## config.mk

```make
export PLATFORM = sky130hd
export DESIGN_NAME = multicycle_controller
export DESIGN_NICKNAME = d
export VERILOG_FILES = /design/src/rtl/rv_ctrl_pkg.sv /design/src/rtl/mc_wait_timer.sv /design/src/rtl/multicycle_controller.sv
export SDC_FILE = /design/constraint.sdc
export NUM_CORES = 1
export LEC_CHECK = 0
export CORE_ASPECT_RATIO = 0.75
export CORE_MARGIN = 4
export CORE_UTILIZATION = 45
export CTS_CLUSTER_SIZE = 16
export DETAILED_ROUTE_END_ITERATION = 12
export GPL_TIMING_DRIVEN = 0
export PLACE_DENSITY_LB_ADDON = 0.3
export RECOVER_POWER = 25
export SYNTH_ARGS = -nofsm -noshare
export SYNTH_HDL_FRONTEND = slang
export SYNTH_SLANG_ARGS = --single-unit
```

## constraint.sdc

```tcl
create_clock -name clk -period 2.05 [get_ports clk]
set_input_delay 0.41 -clock clk [delete_from_list [all_inputs] [get_ports clk]]
set_output_delay 0.41 -clock clk [all_outputs]
set_load 0.03 [all_outputs]
```

## src/rtl/rv_ctrl_pkg.sv

```systemverilog
// rv_ctrl_pkg: shared definitions for the RV32I multicycle controller.
//   - the seven opcode constants the controller accepts
//   - ALUOp encodings
//   - FSM state enum (3-bit) and the packed control-strobe bundle
//   - is_legal_op(): opcode membership test used in DECODE
package rv_ctrl_pkg;

  localparam logic [6:0] OP_IMM    = 7'b0010011;
  localparam logic [6:0] OP_REG    = 7'b0110011;
  localparam logic [6:0] OP_LOAD   = 7'b0000011;
  localparam logic [6:0] OP_STORE  = 7'b0100011;
  localparam logic [6:0] OP_BRANCH = 7'b1100011;
  localparam logic [6:0] OP_JAL    = 7'b1101111;
  localparam logic [6:0] OP_JALR   = 7'b1100111;

  localparam logic [1:0] ALUOP_ADDR = 2'b00;  // LW/SW address add
  localparam logic [1:0] ALUOP_BR   = 2'b01;  // branch compare
  localparam logic [1:0] ALUOP_FUNC = 2'b10;  // R/I-type function field
  localparam logic [1:0] ALUOP_JUMP = 2'b11;  // JAL/JALR target

  typedef enum logic [2:0] {
    FETCH  = 3'd0,
    DECODE = 3'd1,
    EXEC   = 3'd2,
    MEM    = 3'd3,
    WB     = 3'd4,
    TRAP   = 3'd5
  } state_t;

  typedef struct packed {
    logic       mem_req;
    logic       iord;
    logic       mem_read;
    logic       mem_write;
    logic       ir_write;
    logic       pc_write;
    logic       reg_write;
    logic       alu_src;
    logic       mem_to_reg;
    logic [1:0] alu_op;
    logic       branch;
    logic       jal;
    logic       instr_done;
    logic       trap;
  } ctrl_t;

  function automatic logic is_legal_op(input logic [6:0] op);
    logic legal;
    legal = 1'b0;
    case (op)
      OP_IMM, OP_REG, OP_LOAD, OP_STORE,
      OP_BRANCH, OP_JAL, OP_JALR: legal = 1'b1;
      default:                    legal = 1'b0;
    endcase
    return legal;
  endfunction

endpackage

```

## src/rtl/mc_wait_timer.sv

```systemverilog
// mc_wait_timer: saturating wait-cycle counter for memory timeouts.
//   clk     in   clock
//   reset   in   asynchronous active-low reset (count -> 0)
//   clear   in   synchronous clear, wins over enable
//   enable  in   count one more wait cycle
//   limit   in   timeout threshold; 0 means never expire
//   expired out  count has reached limit (limit != 0)
// The count stops at all-ones so it can never wrap back below limit.
module mc_wait_timer #(
  parameter int CNT_W = 8
) (
  input  logic             clk,
  input  logic             reset,
  input  logic             clear,
  input  logic             enable,
  input  logic [CNT_W-1:0] limit,
  output logic             expired
);

  logic [CNT_W-1:0] count;

  always_ff @(posedge clk or negedge reset) begin
    if (!reset) begin
      count <= '0;
    end else if (clear) begin
      count <= '0;
    end else if (enable && (count != {CNT_W{1'b1}})) begin
      count <= count + CNT_W'(1);
    end
  end

  assign expired = (limit != '0) && (count >= limit);

endmodule

```

## src/rtl/multicycle_controller.sv

```systemverilog
// multicycle_controller: Moore FSM sequencing the RV32I datapath over
// FETCH -> DECODE -> EXEC -> [MEM] -> [WB] per instruction.
//
// Ports:
//   clk, reset      clock (rising edge); asynchronous active-low reset
//   Opcode[6:0]     instr[6:0] from IR, sampled into op_q in DECODE
//   mem_ready       memory completed the current request this cycle
//   mem_req, IorD, MemRead, MemWrite       memory port strobes
//   IRWrite, PCWrite, RegWrite, ALUSrc, MemtoReg, ALUOp[1:0], Branch,
//   jal_signal      datapath strobes
//   instr_done      one-cycle pulse on the cycle an instruction retires
//   trap            sticky error flag (illegal opcode or memory timeout)
//   state_dbg       current FSM state (FETCH while reset is asserted)
//
// Memory handshake: while mem_req=1 the request (IorD, MemRead, MemWrite)
// is held constant; the transfer completes in the cycle mem_ready=1 is
// sampled, and only then does the FSM leave FETCH/MEM. mem_ready has no
// meaning outside FETCH and MEM. If mem_ready stays low and the wait count
// has already reached TIMEOUT_CYCLES, the next edge goes to TRAP; mem_ready
// in that same cycle still completes normally.
//
// All outputs are forced to 0 combinationally while reset is low, so an
// abandoned instruction cannot leave a write strobe asserted.
// CNT_W must satisfy 2**CNT_W > TIMEOUT_CYCLES.
module multicycle_controller
  import rv_ctrl_pkg::*;
#(
  parameter int TIMEOUT_CYCLES = 255,
  parameter int CNT_W          = 8
) (
  input  logic       clk,
  input  logic       reset,
  input  logic [6:0] Opcode,
  input  logic       mem_ready,
  output logic       mem_req,
  output logic       IorD,
  output logic       MemRead,
  output logic       MemWrite,
  output logic       IRWrite,
  output logic       PCWrite,
  output logic       RegWrite,
  output logic       ALUSrc,
  output logic       MemtoReg,
  output logic [1:0] ALUOp,
  output logic       Branch,
  output logic       jal_signal,
  output logic       instr_done,
  output logic       trap,
  output state_t     state_dbg
);

  localparam logic [CNT_W-1:0] LIMIT = CNT_W'(TIMEOUT_CYCLES);

  state_t     state;
  state_t     state_next;
  logic [6:0] op_q;
  logic       waiting;
  logic       timer_clear;
  logic       expired;
  ctrl_t      ctrl;

  // State and opcode registers
  always_ff @(posedge clk or negedge reset) begin
    if (!reset) begin
      state <= FETCH;
      op_q  <= '0;
    end else begin
      state <= state_next;
      if (state == DECODE) begin
        op_q <= Opcode;
      end
    end
  end

  // Wait counter: counts cycles spent in FETCH/MEM with mem_ready low.
  // Any state change (including entry to FETCH/MEM) or a completed
  // transfer restarts it from zero.
  assign waiting     = ((state == FETCH) || (state == MEM)) && !mem_ready;
  assign timer_clear = (state_next != state) || mem_ready;

  mc_wait_timer #(
    .CNT_W (CNT_W)
  ) u_wait_timer (
    .clk     (clk),
    .reset   (reset),
    .clear   (timer_clear),
    .enable  (waiting),
    .limit   (LIMIT),
    .expired (expired)
  );

  // Next-state logic
  always_comb begin
    state_next = state;
    case (state)
      FETCH: begin
        if (mem_ready) begin
          state_next = DECODE;
        end else if (expired) begin
          state_next = TRAP;
        end
      end
      DECODE: begin
        state_next = is_legal_op(Opcode) ? EXEC : TRAP;
      end
      EXEC: begin
        case (op_q)
          OP_BRANCH:                       state_next = FETCH;
          OP_LOAD, OP_STORE:               state_next = MEM;
          OP_REG, OP_IMM, OP_JAL, OP_JALR: state_next = WB;
          default:                         state_next = TRAP;
        endcase
      end
      MEM: begin
        if (mem_ready) begin
          state_next = (op_q == OP_LOAD) ? WB : FETCH;
        end else if (expired) begin
          state_next = TRAP;
        end
      end
      WB:      state_next = FETCH;
      TRAP:    state_next = TRAP;
      default: state_next = TRAP;
    endcase
  end

  // Output decode from state and op_q (IRWrite/PCWrite and the SW retire
  // pulse additionally look at mem_ready).
  always_comb begin
    ctrl = '0;
    if (reset) begin
      case (state)
        FETCH: begin
          ctrl.mem_req  = 1'b1;
          ctrl.mem_read = 1'b1;
          ctrl.ir_write = mem_ready;
          ctrl.pc_write = mem_ready;
        end
        DECODE: begin
        end
        EXEC: begin
          case (op_q)
            OP_REG: begin
              ctrl.alu_op = ALUOP_FUNC;
            end
            OP_IMM: begin
              ctrl.alu_src = 1'b1;
              ctrl.alu_op  = ALUOP_FUNC;
            end
            OP_LOAD, OP_STORE: begin
              ctrl.alu_src = 1'b1;
              ctrl.alu_op  = ALUOP_ADDR;
            end
            OP_BRANCH: begin
              ctrl.alu_op     = ALUOP_BR;
              ctrl.branch     = 1'b1;
              ctrl.instr_done = 1'b1;
            end
            OP_JAL, OP_JALR: begin
              ctrl.alu_src = 1'b1;
              ctrl.alu_op  = ALUOP_JUMP;
              ctrl.branch  = 1'b1;
            end
            default: begin
            end
          endcase
        end
        MEM: begin
          ctrl.mem_req    = 1'b1;
          ctrl.iord       = 1'b1;
          ctrl.mem_read   = (op_q == OP_LOAD);
          ctrl.mem_write  = (op_q == OP_STORE);
          ctrl.instr_done = mem_ready && (op_q == OP_STORE);
        end
        WB: begin
          ctrl.reg_write  = 1'b1;
          ctrl.mem_to_reg = (op_q == OP_LOAD);
          ctrl.jal        = (op_q == OP_JAL) || (op_q == OP_JALR);
          ctrl.instr_done = 1'b1;
        end
        TRAP: begin
          ctrl.trap = 1'b1;
        end
        default: begin
        end
      endcase
    end
  end

  assign mem_req    = ctrl.mem_req;
  assign IorD       = ctrl.iord;
  assign MemRead    = ctrl.mem_read;
  assign MemWrite   = ctrl.mem_write;
  assign IRWrite    = ctrl.ir_write;
  assign PCWrite    = ctrl.pc_write;
  assign RegWrite   = ctrl.reg_write;
  assign ALUSrc     = ctrl.alu_src;
  assign MemtoReg   = ctrl.mem_to_reg;
  assign ALUOp      = ctrl.alu_op;
  assign Branch     = ctrl.branch;
  assign jal_signal = ctrl.jal;
  assign instr_done = ctrl.instr_done;
  assign trap       = ctrl.trap;
  assign state_dbg  = reset ? state : FETCH;

endmodule

```

==> run summary <==
total CTS buffers - 3
Max VDD drop - 0.3496 mV
Synth cell types - 46
slowest cell on the critical path - dfrtp_2
Finish-stage setup viols - 6
CP peak stage delay - 0.48 ns
met3 GRT Util - 5.037%
Tcrit/Tclk final - 106.6%
Final Hold Fails - 1
Crit. Startpoint - state[2]
Initial Util - 48.03%
Ys Warns - 0
Tot Pwr - 0.7144 mW
max-cap violations - 0
residual DRC count - 0
Lkg Pwr - 0.8245 nW
WP depth - 6
CP Cell Sequence - nand2b_4, nor2b_4, nand2_2, mux2_4, o31ai_4, buf_6
post-DP HPWL - 2462 µm
Avg WL per Cell - 16.91 µm
final slew viol count - 0
crit-path max FO - 7
Syn Nets - 154
Worst Setup Slack, final - -0.1345 ns
Place WS - -1.572 ns
top-count cell post-synth - dfrtp_1
most used routing layer - met2
clock sink count - 18
Die ar. - 0.003767 mm²
Final ANT Viol Nets - 0
EDFF count, synth - 0
chip width - 69.56 µm
Core Box Area - 0.002663 mm²
FF-to-FF path depth - 7
Std-Cell Rows - 16
largest cells by area after synthesis - dfrtp_1, mux2_2, nand2_1, nor3_1, xnor2_1
power density cells - 379.7 mW/mm²
synth cell count leaders - dfrtp_1, nand2_1, nor2_1, nor3_1
top-level I/O count - 28
Syn Area/Cell - 8.942 µm²
Slew headroom - 45.67%
Total Wirelength - 3787 µm
area of the multi-input gates - 887.1 µm²
fraction of registers with async set/reset - 100.0%
clock latency on the worst-skew pair - 0.26 ns
CP startpoint kind - flip-flop
vias in the first global route - 1204
vias - 1313
Yosys reg bits - 18
GR met1 Demand/Resource - 24.80%
Clock Tree Buf Depth - 2
CP Capture Type - output pin
post-synthesis cell count - 143
violated checks - negative hold slack, negative setup slack
WP buf/inv - 1
Die Ht - 54.17 µm
CTS tree - done
post-layout minimum cycle time - 2.185 ns
initial antenna violation count - 0
Vias/cell - 5.862
CTS Root Cell - clkbuf_8
number of fill cells in the layout - 194
Worst Path Arrival - 1.77 ns
ratio of cells with drive above 1 in the final layout - 42.02%
Final Net Count - 200
drt first pass iters - 4
WP data required - 1.64 ns
clock-pin slew on the worst setup and hold paths - 0.08 ns
HP Class - in -> async
Synth Flop Type - dfrtp_1
run status - finished with violations
post-synth top area cell - dfrtp_1
RSZ-0062 raised after global routing - yes
Reg-to-Reg End - u_wait_timer.count[7]
gp weighted congestion - 0.9002
total track usage - 20.03%
FMAX - 457.8 MHz
sequential share of the synthesized area - 35.23%
H-tree levels - 1
grt met2 use - 36.71%
CP Capture Point - instr_done
largest net degree at the start of global routing - 24
ANT cells - 0
reg2reg setup slack - 0.11 ns
Mapped Area - 0.001279 mm²
Area Growth Syn to Fin - 47.16%
CP Class - reg -> out
grt total ovfl - 0
hold slack - -0.06434 ns
first-pass GRT wire length - 5871 µm
launch point of the worst reg-to-reg path - u_wait_timer.count[0]
area share of the largest cell type after synthesis - 35.23%
Clock Skews - 0.01038 ns
Worst path top cell family by delay - flip-flops
FF+latch area - 452.9 µm²
Worst Tran Pin Value - 0.8123 ns
Initial DRC Count - 114
PortBufs - 26
[timing repair]
item | CTS | global route
setup buffers | 4 | 12
endpoints found under the hold margin | 0 | 17
pin swaps | 3 | 4
hold buffers | 0 | 1
setup endpoints to repair | 18 | 21
resized for setup | 91 | 22
[per-stage QoR]
| stage | std cells | TNS, ns | cell area (µm²) | utilization [%] |
|---|---|---|---|---|
| 2_1_floorplan | 143 | -0.1519 | 1310 | - |
| 3_3_place_gp | 205 | -20.55 | 1615 | 60.67 |
| 3_5_place_dp | 205 | -21.81 | 1615 | 60.67 |
| 4_1_cts | 212 | -0.1459 | 1745 | 65.55 |
| 5_1_grt | 224 | -0.8303 | 1882 | 70.68 |
| 6_report | 224 | -0.2189 | 1882 | 70.68 |
[worst reg2reg max path, delay by kind of cell, from the launching register on]
family | cells | cell delay [ns]
AND/OR/NAND/NOR | 3 | 0.52
flip-flops | 1 | 0.42
AO/OA/AOI/OAI | 1 | 0.32
adder cells (fa/ha/maj) | 1 | 0.25
XOR/XNOR | 1 | 0.17
buffers and inverters | 1 | 0.15
[sequential cells by signal, summed over array words and instances (netlist names)]
name	flops
u_wait_timer.count	8
op_q	7
state	3
[layout by cell type (no fill, tap or decap), types with 4 or more instances in the layout]
master and n:
a21oi_1 6, buf_4 22, nor3_1 9, nor3_2 6, nor2_1 8, clkbuf_8 4, mux2_2 7, buf_6 7
dfrtp_1 16, nand2_1 14, xnor2_1 6, clkdlybuf4s50_1 9, inv_1 5
[worst min path at each step]
stage / startpoint / slack, ns / endpoint / cells past startpoint
floorplan: reset / 0.11 / op_q[0] / 0
global placement: op_q[3] / 0.49 / op_q[3] / 1
detailed placement: op_q[3] / 0.49 / op_q[3] / 1
CTS: reset / 0.03 / u_wait_timer.count[4] / 1
global route: reset / -0.08 / u_wait_timer.count[2] / 1
finish: reset / -0.06 / u_wait_timer.count[2] / 1
[logic make-up (layout without fill, tap and decap cells)]
family                   after synthesis  count (layout)  synth area share (%)
AND/OR/NAND/NOR                       66              66                 28.47
AO/OA/AOI/OAI                         26              26                 15.26
flip-flops                            18              18                 35.22
buffers and inverters                 14              59                 5.968
multiplexers                          10              10                 8.611
XOR/XNOR                               8               8                 5.480
adder cells (fa/ha/maj)                1               1                0.9783
[area by class of cell]
class	count	area share, %
Buffer	5	2.394
Clock buffer	4	2.926
Sequential cell	18	24.07
Tap cell	36	2.394
Inverter	7	1.596
Timing Repair Buffer	43	19.48
Multi-Input combinational cell	111	47.14
[routing by layer]
metal,share of wire [%],vias up
li1,-,599
met4,1.0,0
met5,0,-
met3,6.7,9
met1,41,644
met2,51,61
[power by group]
part	switching, mW	internal, mW
clock network	0.126	0.171
registers	0	0.355
logic	0.0361	0.0263
No activity file was read; power rests on OpenSTA's default activity.
